$ cat config.mk
export PLATFORM = sky130hd
export DESIGN_NAME = branch_resolver
export DESIGN_NICKNAME = d
export VERILOG_FILES = /design/src/rtl/branch_pkg.sv /design/src/rtl/pred_queue.sv /design/src/rtl/branch_resolver.sv
export SDC_FILE = /design/constraint.sdc
export NUM_CORES = 1
export LEC_CHECK = 0
export CELL_PAD_IN_SITES_DETAIL_PLACEMENT = 1
export CELL_PAD_IN_SITES_GLOBAL_PLACEMENT = 2
export CORE_MARGIN = 2
export CORE_UTILIZATION = 30
export DETAILED_ROUTE_END_ITERATION = 10
export PLACE_DENSITY_LB_ADDON = 0.15
export SYNTH_ARGS = -nofsm -noshare
export SYNTH_HDL_FRONTEND = slang
export SYNTH_SLANG_ARGS = --single-unit
$ cat constraint.sdc
create_clock -name clk -period 4.3 [get_ports clk]
set_clock_uncertainty 0.2 [all_clocks]
set_input_delay 0.43 -clock clk [delete_from_list [all_inputs] [get_ports clk]]
set_output_delay 0.43 -clock clk [all_outputs]
set_load 0.005 [all_outputs]
$ cat src/rtl/branch_pkg.sv
// Shared definitions for the branch predictor / resolver pair.
package branch_pkg;

  // Word-addressed PC width shared with the tournament predictor.
  localparam int BR_PC_W = 10;

  // Resolver control state.
  typedef enum logic [0:0] {
    ST_IDLE  = 1'b0,
    ST_FLUSH = 1'b1
  } br_state_t;

  // In-flight prediction record at the default PC width.
  typedef struct packed {
    logic [BR_PC_W-1:0] pc;
    logic               pred;
    logic [BR_PC_W-1:0] target;
  } br_entry_t;

endpackage

$ cat src/rtl/pred_queue.sv
// Small synchronous FIFO with clear; holds Decode predictions until Execute resolves them.
module pred_queue #(
  parameter int WIDTH = 21,
  parameter int DEPTH = 4
) (
  input  logic             clk,
  input  logic             rst,
  input  logic             clr,
  input  logic             push,
  input  logic [WIDTH-1:0] wdata,
  input  logic             pop,
  output logic [WIDTH-1:0] rdata,
  output logic             full,
  output logic             empty
);

  localparam int AW = $clog2(DEPTH);

  // Extra MSB on each pointer separates full from empty when the low bits match.
  logic [AW:0]      wr_ptr, rd_ptr;
  logic [WIDTH-1:0] mem [DEPTH];

  assign empty = (wr_ptr == rd_ptr);
  assign full  = (wr_ptr[AW] != rd_ptr[AW]) && (wr_ptr[AW-1:0] == rd_ptr[AW-1:0]);
  assign rdata = mem[rd_ptr[AW-1:0]];

  // Storage write; a clear in the same cycle discards the push.
  always_ff @(posedge clk) begin
    if (push && !full && !clr) mem[wr_ptr[AW-1:0]] <= wdata;
  end

  // Pointer update; clear collapses the queue to empty.
  always_ff @(posedge clk or posedge rst) begin
    if (rst) begin
      wr_ptr <= '0;
      rd_ptr <= '0;
    end else if (clr) begin
      wr_ptr <= '0;
      rd_ptr <= '0;
    end else begin
      if (push && !full)  wr_ptr <= wr_ptr + (AW+1)'(1);
      if (pop  && !empty) rd_ptr <= rd_ptr + (AW+1)'(1);
    end
  end

endmodule

$ cat src/rtl/branch_resolver.sv
// Execute-stage branch resolver: checks queued predictions against actual
// outcomes, trains the predictor, and redirects/flushes on a mispredict.
module branch_resolver
  import branch_pkg::*;
#(
  parameter int PC_W         = BR_PC_W,
  parameter int DEPTH        = 4,
  parameter int CNT_W        = 16,
  parameter int FLUSH_CYCLES = 2
) (
  input  logic             clk,
  input  logic             rst,
  input  logic             d_valid,
  input  logic [PC_W-1:0]  d_pc,
  input  logic             d_pred,
  input  logic [PC_W-1:0]  d_target,
  output logic             d_stall,
  input  logic             e_valid,
  input  logic [PC_W-1:0]  e_pc,
  input  logic             e_taken,
  output logic             update_enable,
  output logic             update_value,
  output logic [PC_W-1:0]  update_pc,
  output logic             mispredict,
  output logic [PC_W-1:0]  redirect_pc,
  output logic             flush,
  output logic             seq_error,
  output logic [CNT_W-1:0] branch_count,
  output logic [CNT_W-1:0] mispredict_count,
  output logic             full,
  output logic             empty
);

  // Entry layout matches branch_pkg::br_entry_t, widened to this instance's PC_W.
  typedef struct packed {
    logic [PC_W-1:0] pc;
    logic            pred;
    logic [PC_W-1:0] target;
  } entry_t;

  localparam int FC_W = (FLUSH_CYCLES > 1) ? $clog2(FLUSH_CYCLES) : 1;

  br_state_t       state;
  logic [FC_W-1:0] fcnt;
  entry_t          wentry, head;
  logic            idle, push, resolve, pop, miss, pc_mismatch;

  assign idle        = (state == ST_IDLE);
  assign push        = d_valid & ~full & idle;
  assign resolve     = e_valid & idle;
  assign pop         = resolve & ~empty;
  assign pc_mismatch = (head.pc != e_pc);
  assign miss        = pop & (e_taken != head.pred);
  assign d_stall     = d_valid & full;

  assign wentry.pc     = d_pc;
  assign wentry.pred   = d_pred;
  assign wentry.target = d_target;

  pred_queue #(
    .WIDTH ($bits(entry_t)),
    .DEPTH (DEPTH)
  ) u_queue (
    .clk   (clk),
    .rst   (rst),
    .clr   (miss),
    .push  (push),
    .wdata (wentry),
    .pop   (pop),
    .rdata (head),
    .full  (full),
    .empty (empty)
  );

  // Control FSM plus registered resolve outputs (update, redirect, flush).
  always_ff @(posedge clk or posedge rst) begin
    if (rst) begin
      state         <= ST_IDLE;
      fcnt          <= '0;
      flush         <= 1'b0;
      mispredict    <= 1'b0;
      redirect_pc   <= '0;
      update_enable <= 1'b0;
      update_value  <= 1'b0;
      update_pc     <= '0;
      seq_error     <= 1'b0;
    end else begin
      update_enable <= pop;
      mispredict    <= miss;
      if (pop) begin
        update_value <= e_taken;
        // Equals head.pc on a clean resolve; on a mismatch train the PC Execute reports.
        update_pc    <= e_pc;
      end
      if (resolve && (empty || pc_mismatch)) seq_error <= 1'b1;
      if (miss) redirect_pc <= e_taken ? head.target : head.pc + PC_W'(1);

      case (state)
        ST_IDLE: begin
          if (miss) begin
            state <= ST_FLUSH;
            fcnt  <= FC_W'(FLUSH_CYCLES - 1);
            flush <= 1'b1;
          end
        end
        ST_FLUSH: begin
          if (fcnt == '0) begin
            state <= ST_IDLE;
            flush <= 1'b0;
          end else begin
            fcnt <= fcnt - FC_W'(1);
          end
        end
        default: begin
          state <= ST_IDLE;
          flush <= 1'b0;
        end
      endcase
    end
  end

  // Saturating statistics: hold at all-ones rather than wrapping.
  always_ff @(posedge clk or posedge rst) begin
    if (rst) begin
      branch_count     <= '0;
      mispredict_count <= '0;
    end else begin
      if (pop  && branch_count     != '1) branch_count     <= branch_count + CNT_W'(1);
      if (miss && mispredict_count != '1) mispredict_count <= mispredict_count + CNT_W'(1);
    end
  end

endmodule

* After elaboration in Yosys (flattened, before gate mapping) *
Memories as Yosys holds them, arrays and structs flattened.
Index checks and enable logic that the tools add are counted.

word-level totals
  register bits = 65
  RAM bits = 84
  bits of input ports = 36
  output and inout port bits = 60
  memories = 1

cells by class
  add/sub/neg operators = 6
  eq/ne operators = 9
  multiplexer cells = 15
  bitwise operators = 9
  reductions and logical operators = 14

memory list
  name         words  width  read ports  clocked after memory_dff  write ports  RTL line          text
  u_queue.mem  4      21     1           0                         1            pred_queue.sv:21  logic [WIDTH-1:0] mem [DEPTH];

operators by type and width
  kind                                                             number
  16-bit by 1-bit adder with 16-bit output, second input constant  2
  16-bit != test, second input constant                            2
  3-bit 2-to-1 mux                                                 4
  10-bit by 1-bit adder with 10-bit output, second input constant  1
  10-bit 2-to-1 mux                                                1
  10-bit != test                                                   1
  1-bit logical AND                                                7
  1-bit 2-to-1 mux                                                 7
  3-bit by 1-bit adder with 3-bit output, second input constant    2
  1-bit bitwise AND                                                6
  1-bit one-hot mux with 2 select lines                            3
  2-bit nonzero test                                               2
  3-bit equality test                                              1
  1-bit logical NOT                                                3
  1-bit inverter                                                   3
  2-bit equality test                                              1
  1-bit != test                                                    2
  2-bit by 1-bit != test with 1-bit output, second input constant  1
  2-bit != test, second input constant                             1
  2-bit AND reduction                                              1
  1-bit logical OR                                                 1
  1-bit subtractor, second input constant                          1

* Logic depth before layout (Yosys ltp) *
  depth in word-level cells = 9
  mapped depth = 9

* Modules after synthesis *
From an unflattened synthesis, not the netlist that was laid out.

unflattened totals
  cell total of the unflattened synthesis = 466
  area, all modules = 6,510.0 um2

modules (own cells, without submodules)
  module           instances  cells an instance  area an instance (um2)
  pred_queue       1          174                3,588.4
  branch_resolver  1          292                2,921.6

* Worst setup path after synthesis *
OpenSTA, ideal clock, no wires.

  kind = register -> register
  start = register u_queue.rd_ptr[0]
  end = memory u_queue.mem[3][0] (enable)
  setup time = 0.399 ns
  arrival time = 2.561 ns
  path slack = 1.140 ns
  cell stages (with the launch flop) = 8
  buffers on the path = 2
  clock period less this slack = 3.160 ns
  cells stage by stage = dfrtp_1 -> buf_6 -> mux4_2 -> xnor2_2 -> nand2b_4 -> inv_1 -> buf_2 -> nor2_1

between the ends
  elaborated cells between the ends (all ways) = 17
  those cells by class = 3 x eq/ne; 2 x mux; 6 x bitwise; 5 x reduce/logical; 1 x memory

RTL lines
  element                                                                         RTL line               text
  start, declared                                                                 pred_queue.sv:20       logic [AW:0] wr_ptr, rd_ptr;
  start signal, assigned                                                          pred_queue.sv:42       if (pop && !empty) rd_ptr <= rd_ptr + (AW+1)'(1);
  parallel branches: the longest is 3 deep, another holds memory read 4 x 21 bit  -
  1-bit bitwise AND *                                                             branch_resolver.sv:53  assign miss = pop & (e_taken != head.pred);
  net miss                                                                        branch_resolver.sv:46  logic idle, push, resolve, pop, miss, pc_mismatch;
  1-bit logical NOT *                                                             pred_queue.sv:29       if (push && !full && !clr) mem[wr_ptr[AW-1:0]] <= wdata;
  1-bit logical AND *                                                             pred_queue.sv:29
  1-bit 2-to-1 mux *                                                              pred_queue.sv:29
  1-bit 2-to-1 mux (implied by the code) *                                        pred_queue.sv:29
  end, declared                                                                   pred_queue.sv:21

Mark *: on every way through the listed nets, which the timed path passes.

* Final worst setup path *
  start = register u_queue.rd_ptr[0]
  end = memory u_queue.mem[3][11] (enable)

between the ends
  cells in the longest elaborated chain, start to end = 9
  elaborated cells between the ends (all ways) = 17
  those cells by class = 3 x eq/ne; 2 x mux; 6 x bitwise; 5 x reduce/logical; 1 x memory

ends and longest elaborated chain
  element                                                                         RTL line
  parallel branches: the longest is 6 deep, another holds memory read 4 x 21 bit  -
  1-bit logical AND *                                                             pred_queue.sv:29
  1-bit 2-to-1 mux *                                                              pred_queue.sv:29
  1-bit 2-to-1 mux (implied by the code) *                                        pred_queue.sv:29

Every way passes the cells marked *.

==> results.md <==
- Final setup fails: 0
- Hold Path Class: in -> async
- GRT Total Usage: 14.9%
- Row count: 53
- Initial antenna violation count: 0
- Max Cap Viol: 0
- Synthesis-to-finish area growth: 29.2%
- Sequential cell area: 4150 µm²
- CTS tree: yes
- Crit end category: flip-flop
- Setup_tns: 0 ns
- Number of CTS-inserted buffers: 17
- Num ports: 96
- Cell Area, Synth: 6340 µm²
- Met1 usage: 19.7%
- Die area: 22,300 µm²
- Register area share after synthesis: 65.5%
- Register clock-pin slew on the reported worst setup and hold paths: 0.06 ns
- Register bit count reported by yosys: 149
- Period utilization: 72.9%
- Busiest layer in global routing: met2
- Area share of the leading cell type in the synthesized netlist: 39.8%
- Number of vias per cell: 4.68
- Post-synth cell types: 39
- Post-layout instance area: 8190 µm²
- Total grt overflow: 0
- Residual DRC count: 0
- Synth area leaders: edfxtp_1 (40%), dfrtp_1 (26%), mux4_2 (7.5%)
- Starting Density: 30.3%
- Die width: 149 µm
- Fin crit period: 3.14 ns
- Crit path launch type: flip-flop
- Dpl cell area: 7620 µm²
- Die Y: 149 µm
- Area leader, netlist: edfxtp_1
- FMAX: 0.319 GHz
- Root buffer cell: clkbuf_16
- Clock Sinks: 149
- Commonest cells post-synth: edfxtp_1 (84), nand2_1 (66), dfrtp_1 (65), xor2_1 (30), xnor2_1 (25)
- Status: completed
- CORE AREA: 20,900 µm²
- Synth warn: 0
- RSZ-0062 raised after global routing: false
- Most frequent cell after synthesis: edfxtp_1
- Primary FF master, synth: edfxtp_1
- First-pass GRT wire length: 24,800 µm
- Post-DR wirelength/cell: 18.2 µm
- Fin nets: 599
- Placed wire-length estimate: 10,500 µm
- Post-CTS Setup Inserts: 0
- Worst-case clock buffer depth: 2
- CTS resizes: 0
- Hold_ws: 0.249 ns
- Kind of critical path: reg -> reg
- Footprint of the multi-input gates: 2060 µm²
- Worst Path Arrival: 3.02 ns
- Clk_lat worst skew: 0.42 ns
- Hold violation count in the final report: 0
- Syn Nets: 491
- Post-synthesis cell count: 447
- Via Count: 3,943
- IO Port Bufs: 95
- Layout Utilization: 39.2%
- Max-slew violations: 0
- Global-route met2 utilization: 24.4%
- Worst slew margin: 41.9%
- Max IR drop VDD: 0.000317 V
- First-pass DRT Iterations: 4
- Share of cells above drive strength 1: 12.7%
- Number of flops mapped to enable cells by yosys: 84
- Tot Pwr: 5.43 mW
- Met3 Usage GRT: 3.06%
- Number of global-route vias before repair: 4,320
- Largest fanout on the critical path: 30
- CP Data Required Time: 4.19 ns
- Power Density: 663 nW/µm²
- Synth async-reset ratio: 43.6%
- Filler cells: 2,175
- Hold_buf cts: 0
- Antenna-violating nets left: 0
- CTS H-tree lvls: 4
- Largest net degree at the start of global routing: 36
- 1st-iter DRT viols: 194
- Final wirelength: 15,400 µm
- RePlAce Congestion: 0.750
- Post-synthesis average cell area: 14.2 µm²
- Diodes inserted: 0
- Worst Tran Pin Value: 0.867 ns
- Leakage: 3.14 nW
registers in the layout, summed over array words and instances (netlist names):
register / cells
u_queue.mem: 84
branch_count: 16
mispredict_count: 16
redirect_pc: 10
update_pc: 10
u_queue.rd_ptr: 3
u_queue.wr_ptr: 3
fcnt: 1
flush: 1
mispredict: 1
seq_error: 1
state: 1
update_enable: 1
update_value: 1
critical path, cell delays in order, from the launching register on:
cell and delay, ns:
dfrtp_1 0.38, buf_4 0.45, xor2_1 0.15, o31ai_2 0.26, inv_2 0.22, nand2b_4 0.33
inv_1 0.27, nor2_1 0.17, buf_4 0.35
final cells by class:
| type | instances | share of cell area [%] |
|---|---|---|
| clock inverter | 15 | 1.74 |
| inverter | 10 | 0.458 |
| tap | 275 | 4.20 |
| sequential | 149 | 50.7 |
| clock buffer | 17 | 5.19 |
| timing repair buffer | 106 | 12.6 |
| multi-input combinational | 271 | 25.1 |
stage by stage:
stage / std cells / setup slack, ns
3_3_place_gp: 811 / 1.21
3_5_place_dp: 811 / 1.08
6_report: 843 / 1.16
2_1_floorplan: 447 / 1.14
4_1_cts: 843 / 1.08
5_1_grt: 843 / 0.842
placed cells by master (no fill, tap or decap), types with 2 or more instances in the layout:
master           count
inv_1                8
o31ai_1              2
xor2_1              30
nor2_1              14
clkinvlp_4           3
nor4_1               7
clkinv_4             2
o21ai_0             12
and3_1              11
edfxtp_1            84
ha_1                 8
nand4_1              8
a21oi_1              4
nand2_1             66
xnor2_1             25
a311oi_1             2
mux2_2               4
dfrtp_1             65
clkdlybuf4s50_1     95
a22oi_1              2
a211oi_1             2
nand3_1             22
inv_2                2
buf_4               11
inv_6                6
clkbuf_16           17
mux2i_1              2
mux4_2              21
nor3_1              10
and4_1               6
o211ai_1             3
path summary, 6_finish.rpt:
| path | cells past startpoint | from | slack [ns] | to |
|---|---|---|---|---|
| worst max-delay path | 8 | u_queue.rd_ptr[0] | 1.16 | u_queue.mem[3][11] |
| worst min-delay path | 2 | rst | 0.25 | branch_count[1] |
| worst max register to register | 8 | u_queue.rd_ptr[0] | 1.16 | u_queue.mem[3][11] |
| worst min register to register | 2 | redirect_pc[0] | 0.29 | redirect_pc[0] |
| max in group asynchronous | 3 | rst | 2.72 | redirect_pc[6] |
| min in group clk | 2 | redirect_pc[0] | 0.29 | redirect_pc[0] |
power by group:
group / internal [mW] / switching, mW / total (mW)
sequential: 1.88 / 0.232 / 2.11
combinational: 0.880 / 1.00 / 1.88
clock: 0.809 / 0.629 / 1.44
total: 3.57 / 1.86 / 5.43
layer usage:
| metal | part of all wire (%) | wire [µm] |
|---|---|---|
| met1 | 46 | 7090 |
| met5 | 0 | 0 |
| met4 | 1.1 | 176 |
| met2 | 49 | 7520 |
| met3 | 3.9 | 595 |
logic make-up after synthesis:
family / share of synthesized area (%)
and+or+nand+nor: 11.4
DFF: 65.5
buffers and inverters: 2.15
muxes: 8.67
adders and majority gates: 1.58
xor gates and xnor gates: 7.86
AOI/OAI and AO/OA: 2.86
(Power assumes the default switching activity.)
